**src/rtl/cop0_exc_ctrl.sv**
```systemverilog
// Exception collector/prioritiser ahead of COP0; optional bus-error sources under COP0_EXC_BUS_ERR_EN.
// Latency: request sampled in IDLE at cycle N, registered exception outputs valid at N+1 (state EXC).
// Backpressure: STALL_IN holds off sampling in IDLE only; EXC and DRAIN block all requests.
module cop0_exc_ctrl #(
    parameter int unsigned DRAIN_CYCLES = 2
) (
    input  logic        CLK,
    input  logic        RST_ASYNC_N,
    input  logic        STALL_IN,
    input  logic        IF_ADEL_IN,
    input  logic [31:0] IF_PC_IN,
    input  logic        IF_BD_IN,
    input  logic        ID_CPU_IN,
    input  logic [1:0]  ID_CPU_CE_IN,
    input  logic        ID_RI_IN,
    input  logic        ID_SYS_IN,
    input  logic        ID_BP_IN,
    input  logic [31:0] ID_PC_IN,
    input  logic        ID_BD_IN,
    input  logic        EX_OVF_IN,
    input  logic [31:0] EX_PC_IN,
    input  logic        EX_BD_IN,
    input  logic        MEM_VALID_IN,
    input  logic        MEM_ADEL_IN,
    input  logic        MEM_ADES_IN,
    input  logic [31:0] MEM_ADDR_IN,
    input  logic [31:0] MEM_PC_IN,
    input  logic        MEM_BD_IN,
`ifdef COP0_EXC_BUS_ERR_EN
    input  logic        IF_IBE_IN,
    input  logic        MEM_DBE_IN,
`endif
    input  logic        COP0_INT_IN,
    input  logic [31:0] COP0_VECTOR_IN,
    output logic        CORE_EXC_EN_OUT,
    output logic [1:0]  CORE_EXC_CE_OUT,
    output logic [4:0]  CORE_EXC_CODE_OUT,
    output logic        CORE_EXC_BD_OUT,
    output logic [31:0] CORE_EXC_EPC_OUT,
    output logic [31:0] CORE_EXC_BADVA_OUT,
    output logic [3:0]  PIPE_FLUSH_OUT,
    output logic        PC_REDIRECT_EN_OUT,
    output logic [31:0] PC_REDIRECT_ADDR_OUT,
    output logic        EXC_BUSY_OUT
);

    localparam logic [4:0] CODE_INT  = 5'd0;
    localparam logic [4:0] CODE_ADEL = 5'd4;
    localparam logic [4:0] CODE_ADES = 5'd5;
    localparam logic [4:0] CODE_SYS  = 5'd8;
    localparam logic [4:0] CODE_BP   = 5'd9;
    localparam logic [4:0] CODE_RI   = 5'd10;
    localparam logic [4:0] CODE_CPU  = 5'd11;
    localparam logic [4:0] CODE_OV   = 5'd12;
`ifdef COP0_EXC_BUS_ERR_EN
    localparam logic [4:0] CODE_IBE  = 5'd6;
    localparam logic [4:0] CODE_DBE  = 5'd7;
`endif
    localparam logic [3:0] DRAIN_INIT = 4'(DRAIN_CYCLES);

    typedef enum logic [1:0] {
        ST_IDLE  = 2'd0,
        ST_EXC   = 2'd1,
        ST_DRAIN = 2'd2
    } state_t;

    state_t      state;
    logic [3:0]  drain_cnt;

    logic        req_vld;
    logic [4:0]  req_code;
    logic [1:0]  req_ce;
    logic        req_bd;
    logic [31:0] req_epc;
    logic        badva_ld;
    logic [31:0] badva_nxt;
    logic        int_req;

    logic        exc_en;
    logic [1:0]  exc_ce;
    logic [4:0]  exc_code;
    logic        exc_bd;
    logic [31:0] exc_epc;
    logic [31:0] exc_badva;
    logic [3:0]  flush;
    logic        redir_en;
    logic [31:0] redir_addr;
    logic        busy;

    // An interrupt is attributed to the MEM instruction, so it needs a real one there.
    assign int_req = COP0_INT_IN & MEM_VALID_IN;

    // Oldest stage wins; within ID the architectural order CpU > RI > Sys > Bp.
    always_comb begin
        req_vld   = 1'b1;
        req_code  = CODE_INT;
        req_ce    = 2'b00;
        req_bd    = 1'b0;
        req_epc   = 32'h0;
        badva_ld  = 1'b0;
        badva_nxt = MEM_ADDR_IN;
        if (MEM_ADEL_IN) begin
            req_code = CODE_ADEL;
            req_bd   = MEM_BD_IN;
            req_epc  = MEM_PC_IN;
            badva_ld = 1'b1;
        end else if (MEM_ADES_IN) begin
            req_code = CODE_ADES;
            req_bd   = MEM_BD_IN;
            req_epc  = MEM_PC_IN;
            badva_ld = 1'b1;
`ifdef COP0_EXC_BUS_ERR_EN
        end else if (MEM_DBE_IN) begin
            req_code = CODE_DBE;
            req_bd   = MEM_BD_IN;
            req_epc  = MEM_PC_IN;
`endif
        end else if (int_req) begin
            req_code = CODE_INT;
            req_bd   = MEM_BD_IN;
            req_epc  = MEM_PC_IN;
        end else if (EX_OVF_IN) begin
            req_code = CODE_OV;
            req_bd   = EX_BD_IN;
            req_epc  = EX_PC_IN;
        end else if (ID_CPU_IN) begin
            req_code = CODE_CPU;
            req_ce   = ID_CPU_CE_IN;
            req_bd   = ID_BD_IN;
            req_epc  = ID_PC_IN;
        end else if (ID_RI_IN) begin
            req_code = CODE_RI;
            req_bd   = ID_BD_IN;
            req_epc  = ID_PC_IN;
        end else if (ID_SYS_IN) begin
            req_code = CODE_SYS;
            req_bd   = ID_BD_IN;
            req_epc  = ID_PC_IN;
        end else if (ID_BP_IN) begin
            req_code = CODE_BP;
            req_bd   = ID_BD_IN;
            req_epc  = ID_PC_IN;
        end else if (IF_ADEL_IN) begin
            req_code  = CODE_ADEL;
            req_bd    = IF_BD_IN;
            req_epc   = IF_PC_IN;
            badva_ld  = 1'b1;
            badva_nxt = IF_PC_IN;
`ifdef COP0_EXC_BUS_ERR_EN
        end else if (IF_IBE_IN) begin
            req_code = CODE_IBE;
            req_bd   = IF_BD_IN;
            req_epc  = IF_PC_IN;
`endif
        end else begin
            req_vld = 1'b0;
        end
    end

    always_ff @(posedge CLK or negedge RST_ASYNC_N) begin
        if (!RST_ASYNC_N) begin
            state      <= ST_IDLE;
            drain_cnt  <= 4'd0;
            exc_en     <= 1'b0;
            exc_ce     <= 2'b00;
            exc_code   <= 5'd0;
            exc_bd     <= 1'b0;
            exc_epc    <= 32'h0;
            exc_badva  <= 32'h0;
            flush      <= 4'h0;
            redir_en   <= 1'b0;
            redir_addr <= 32'h0;
            busy       <= 1'b0;
        end else begin
            case (state)
                ST_IDLE: begin
                    if (!STALL_IN && req_vld) begin
                        state      <= ST_EXC;
                        exc_en     <= 1'b1;
                        exc_ce     <= req_ce;
                        exc_code   <= req_code;
                        exc_bd     <= req_bd;
                        exc_epc    <= req_epc;
                        flush      <= 4'hF;
                        redir_en   <= 1'b1;
                        redir_addr <= COP0_VECTOR_IN;
                        busy       <= 1'b1;
                        // COP0 captures BadVA on every pulse; holding it keeps the register intact.
                        if (badva_ld) begin
                            exc_badva <= badva_nxt;
                        end
                    end
                end
                ST_EXC: begin
                    state     <= ST_DRAIN;
                    exc_en    <= 1'b0;
                    redir_en  <= 1'b0;
                    drain_cnt <= DRAIN_INIT;
                end
                ST_DRAIN: begin
                    if (drain_cnt <= 4'd1) begin
                        state     <= ST_IDLE;
                        drain_cnt <= 4'd0;
                        flush     <= 4'h0;
                        busy      <= 1'b0;
                    end else begin
                        drain_cnt <= drain_cnt - 4'd1;
                    end
                end
                default: begin
                    state     <= ST_IDLE;
                    drain_cnt <= 4'd0;
                    exc_en    <= 1'b0;
                    flush     <= 4'h0;
                    redir_en  <= 1'b0;
                    busy      <= 1'b0;
                end
            endcase
        end
    end

    assign CORE_EXC_EN_OUT      = exc_en;
    assign CORE_EXC_CE_OUT      = exc_ce;
    assign CORE_EXC_CODE_OUT    = exc_code;
    assign CORE_EXC_BD_OUT      = exc_bd;
    assign CORE_EXC_EPC_OUT     = exc_epc;
    assign CORE_EXC_BADVA_OUT   = exc_badva;
    assign PIPE_FLUSH_OUT       = flush;
    assign PC_REDIRECT_EN_OUT   = redir_en;
    assign PC_REDIRECT_ADDR_OUT = redir_addr;
    assign EXC_BUSY_OUT         = busy;

endmodule

```
**config.mk**
```make
export PLATFORM = sky130hd
export DESIGN_NAME = cop0_exc_ctrl
export DESIGN_NICKNAME = d
export VERILOG_FILES = /design/src/rtl/cop0_exc_ctrl.sv
export SDC_FILE = /design/constraint.sdc
export NUM_CORES = 1
export LEC_CHECK = 0
export ABC_AREA = 1
export BUFFER_PORTS_ARGS = -buffer_cell sky130_fd_sc_hd__buf_2
export CELL_PAD_IN_SITES_DETAIL_PLACEMENT = 0
export CELL_PAD_IN_SITES_GLOBAL_PLACEMENT = 1
export CORE_AREA = 4 4 150 152
export DETAILED_ROUTE_END_ITERATION = 8
export DIE_AREA = 0 0 154 156
export GPL_TIMING_DRIVEN = 0
export MAX_ROUTING_LAYER = met4
export PLACE_DENSITY_LB_ADDON = 0.1
export SLEW_MARGIN = 20
export SYNTH_ARGS = -nofsm -noshare
export SYNTH_HDL_FRONTEND = slang
export SYNTH_SLANG_ARGS = --single-unit
```
**constraint.sdc**
```tcl
create_clock -name CLK -period 2.2 [get_ports CLK]
set_input_delay 0.44 -clock CLK [delete_from_list [all_inputs] [get_ports CLK]]
set_output_delay 0.44 -clock CLK [all_outputs]
set_load 0.02 [all_outputs]
```
Word-level counts from Yosys, hierarchy flattened
Cells that the tools add are included.

word-level totals
  register bits after elaboration = 116
  input bits = 211
  memories = 0
  word-level logic and storage cells = 98
  output and inout bits = 111
  memory bits (read-only) = 0
  bits in latches = 0
  bits in writable memories = 0

operators by class
  $lt $le $gt $ge = 1
  multipliers = 0
  divide/modulo/power cells = 0
  bitwise logic cells = 3
  multiplexer cells = 70
  eq/ne operators = 4
  reduce and logical (&&, ||, !) cells = 8
  add/subtract/negate cells = 1
  shift operators = 0

operators with widths
  operator                                                        number
  two-way mux 32 bit                                              18
  two-way mux 4 bit                                               11
  two-way mux 1 bit                                               28
  case mux 4 bit (3 select lines)                                 2
  two-way mux 2 bit                                               7
  case mux 2 bit (3 select lines)                                 1
  AND reduction 2 bit                                             3
  AND reduction 3 bit                                             2
  less-or-equal comparator 4 x 1 -> 1 bit, second input constant  1
  inequality test 2 bit, second input constant                    2
  subtractor 4 x 1 -> 4 bit, second input constant                1
  two-way mux 3 bit                                               1
  case mux 1 bit (3 select lines)                                 1
  == test 2 x 1 -> 1 bit, second input constant                   1
  == test 2 bit, second input constant                            1
  zero test 2 bit                                                 1
  NOT 1 bit                                                       2
  case mux 1 bit (2 select lines)                                 1
  bitwise AND 1 bit                                               1
  logical AND 1 bit                                               1
  zero test 1 bit                                                 1

Depth between registers and ports, before layout
  word-level depth = 12
  gate-level depth with buffers = 11
  depth with buffers taken out = 9

Least setup slack after synthesis
OpenSTA, ideal clock, no wires.

  kind = input -> register
  start point = in EX_OVF_IN
  end point = reg redir_addr[10], in the netlist PC_REDIRECT_ADDR_OUT[10]
  slack = 0.552 ns
  path buffers = 3
  arrival time = 1.531 ns
  data required time = 2.083 ns
  stages on the path = 11
  cell sequence = buf_2 inv_2 nand2_2 nor2_4 nand2_1 nand2_2 nor2_4 buf_6 buf_4 nand2_1 nand2_1

on the way
  word-level cells in the longest chain between the ends = 6

ends and longest elaborated chain
  element                        RTL line  text
  start, declared                20        input logic EX_OVF_IN,
  two-way mux 1 bit              122       end else if (EX_OVF_IN) begin
  two-way mux 1 bit              118       end else if (int_req) begin
  two-way mux 1 bit              107       end else if (MEM_ADES_IN) begin
  two-way mux 1 bit              102       if (MEM_ADEL_IN) begin
  logical AND 1 bit              177       if (!STALL_IN && req_vld) begin
  AND reduction 2 bit (no line)  n/a
  end signal, assigned           172       redir_addr <= 32'h0;
  end signal, assigned           186       redir_addr <= COP0_VECTOR_IN;
  end, declared                  87        logic [31:0] redir_addr;

No other way between the ends.
A chain may end at the register's enable or synchronous reset.

Worst setup path in the final report
  start point = reg state[1]
  end point = reg redir_addr[3], in the netlist PC_REDIRECT_ADDR_OUT[3]

on the way
  word-level cells in the longest chain between the ends = 2

ends and longest elaborated chain
  element                        RTL line  text
  start, declared                67        state_t state;
  start signal, assigned         162       state <= ST_IDLE;
  start signal, assigned         178       state <= ST_EXC;
  start signal, assigned         195       state <= ST_DRAIN;
  zero test 2 bit                175       case (state)
  AND reduction 2 bit (no line)  n/a

No other way between the ends.

==> impl_metrics.json <==
{
  "status": "complete, no violations",
  "synth_top_flop_cell": "dfrtp_1",
  "finalSetupTns_ns": 0,
  "cp_data_arrival_time_ns": 2.21,
  "crit_type": "reg -> reg",
  "globalRouteOverflowTotal": 0,
  "grt_pass1_vias": 7224,
  "async_flop_share_pct": 100,
  "path_clk_slew_ns": 0.08,
  "dr.pass1.iters": 5,
  "yosysWarnings": 0,
  "root_buffer": "clkbuf_16",
  "multi_input_area_um2": 3170,
  "reg2reg_from": "state[1]",
  "worst_slack_ns": 0.297,
  "slew_viol_final": 0,
  "place.gp.congestion": 0.840,
  "dp_slack_ns": -0.0814,
  "port_buffers": 318,
  "rsz0062_at_grt": "false",
  "drt_iter0_markers": 343,
  "cp_max_fo": 10,
  "num-nets-final": 1502,
  "netlist_area_um2": 6480,
  "fin_cells": 1575,
  "synth.top_cell.area_share_pct": 42.8,
  "rows": 53,
  "postSynthAreaPerCell_um2": 6.78,
  "syn_to_final_growth_pct": 35.6,
  "ir_drop_uv": 611,
  "end_kind": "flop",
  "vias_per_cell": 4.49,
  "start_kind": "flop",
  "yosysMostFrequentCell": "nand2_1",
  "wl_per_cell_um": 16.5,
  "final.min_clock_period_ns": 1.90,
  "max_slew.worst_pin.slew_ns": 0.545,
  "clk-insertion-delay-late_ns": 0.37,
  "clk_path_buf_depth": 2,
  "cts_tree": "done",
  "synthTopCellsByCount": "440 x nand2_1, 137 x nand3_1, 111 x dfrtp_1",
  "drv_cap": 0,
  "min_path_type": "in -> async",
  "wl_mm": 25.9,
  "slew_headroom_pct": 63.7,
  "die_w_um": 154,
  "path_cells": "inv_1 > ha_1 > inv_1 > nor2_4 > buf_12 > buf_6 > buf_4 > nand2_1 > nand2_1",
  "start_util_pct": 30.8,
  "cp_data_required_time_ns": 2.50,
  "die_y_um": 156,
  "clock_skew_ns": 0.0121,
  "r2r_setup_slack_ns": 0.30,
  "detail-route-antenna-nets": 0,
  "final_layout_size_suffix_gt1_share_pct": 30.5,
  "rr_endpoint": "PC_REDIRECT_ADDR_OUT[3]",
  "ys_seq_elements": 111,
  "die_area_um2": 24000,
  "hpwlAfterDp_mm": 21.1,
  "grt_usage_pct": 21.7,
  "core-area_um2": 21000,
  "nFillCells": 2401,
  "grt_pass1_wl_mm": 39.9,
  "dp_cells": 1550,
  "drc": 0,
  "h-tree-depth": 3,
  "regArea_um2": 2780,
  "synth_cells": 956,
  "design_area_um2": 8800,
  "synth_fp_nets": 1172,
  "reg2reg_depth": 9,
  "power.leakage_nw": 5.12,
  "cpPeakStageDelay_ns": 0.38,
  "fmax_mhz": 526,
  "synth_area_leader_cell": "dfrtp_1",
  "setup_viol": 0,
  "cts_resized": 0,
  "cp_slowest_cell": "dfrtp_1",
  "synth_area_leaders": "dfrtp_1 43%, nand2_1 25%, nand3_1 11%",
  "synth_cell_types": 31,
  "vias": 7072,
  "hold_viol_final": 0,
  "cts_sinks": 111,
  "cts_buffers": 9,
  "power_density_nw_per_um2": 1130,
  "utilization_pct": 41.8,
  "ys_seq_area_share_pct": 42.8,
  "io_pins": 322,
  "synth-edff-count": 0,
  "finalCritPeriodShare_pct": 86.5,
  "placed_cell_area_um2": 8450,
  "antenna_found_initial": 10,
  "grt_max_degree": 67
}
## area by class of cell
class / instances / share of cell area [%]
clock inverters: 7 / 0.882
diodes: 9 / 0.256
clock buffers: 9 / 2.56
well taps: 275 / 3.91
inverters: 48 / 2.05
repair buffers: 320 / 18.7
multi-input cells: 724 / 36.0
plain buffers: 72 / 4.07
flip-flops and latches: 111 / 31.6
## sequential cells by signal, summed over array words and instances (netlist names), 2 cells and up
name,cells
CORE_EXC_BADVA_OUT,32
CORE_EXC_CE_OUT,2
CORE_EXC_CODE_OUT,4
CORE_EXC_EPC_OUT,32
PC_REDIRECT_ADDR_OUT,32
drain_cnt,4
state,2
## metal layers
layer	GRT usage, %	vias up	share of wire, %
li1	-	3707	-
met1	27.6	3146	44
met2	35.1	202	48
met3	5.71	17	6.9
met4	4.25	0	0.86
met5	-	-	0
## worst max path at each step
stage / cells past startpoint / to / from
after floorplan: 11 / PC_REDIRECT_ADDR_OUT[10] / EX_OVF_IN
after global routing: 9 / PC_REDIRECT_ADDR_OUT[7] / state[1]
after global placement: 1 / CORE_EXC_EPC_OUT[27] / RST_ASYNC_N
final: 9 / PC_REDIRECT_ADDR_OUT[3] / state[1]
after detailed placement: 8 / CORE_EXC_BADVA_OUT[28] / ID_BP_IN
after CTS: 9 / PC_REDIRECT_ADDR_OUT[2] / state[1]
## power by group
| group | switching (W) | total [W] | internal [W] | leakage [nW] |
|---|---|---|---|---|
| Combinational | 0.00312 | 0.00473 | 0.00162 | 3.59 |
| Clock | 0.000901 | 0.00171 | 0.000809 | 0.149 |
| Sequential | 0.000505 | 0.00348 | 0.00297 | 1.39 |
## metrics by stage
step | hold slack (ns) | power, W
floorplan | 0.144 | 0.00642
global placement | 0.449 | 0.00825
detailed placement | 0.421 | 0.00829
CTS | 0.0224 | 0.0100
global route | 0.0283 | 0.0107
finish | 0.0101 | 0.00992
## logic make-up (layout without fill, tap and decap cells)
family,Yosys count,after routing,synth area share (%)
adder cells (fa/ha/maj),5,5,0.965
other,1,10,0.0578
XOR/XNOR,1,1,0.135
AND/OR/NAND/NOR,661,661,43.1
buffers and inverters,121,456,8.35
AO/OA/AOI/OAI,56,56,4.57
flip-flops,111,111,42.8
## critical path: cells and delay by family (launching register included)
family	cells	cell delay [ns]
buf+inv	5	0.81
flops	1	0.38
simple gates	3	0.29
fa+ha+maj	1	0.35
## placed cells by master, fill, tap and decap left out, types with 2 or more instances in the layout
cell type  synthesis  routed
a21oi_1            6       6
buf_1              4       4
buf_2             28     345
buf_4             12      12
buf_6              1       2
clkbuf_1          28      27
clkbuf_16          0       9
clkinv_4           0       2
clkinv_8           0       2
dfrtp_1          111     111
diode_2            0       9
ha_1               5       5
inv_1             47      47
inv_8              0       2
nand2_1          440     440
nand2_2            2       2
nand3_1          137     137
nand3_2            2       2
nand4_1           31      31
nor2_1            38      38
nor2_2             3       3
nor2_4             3       3
o21ai_0           43      43
o21ai_1            2       2
or2_2              2       2
## what timing repair did
action                                  4_1_cts  5_1_grt
hold buffers                                  0        0
endpoints found under the setup margin        0       90
buffers inserted                              0        1
Power figures use the tool's default switching activity.
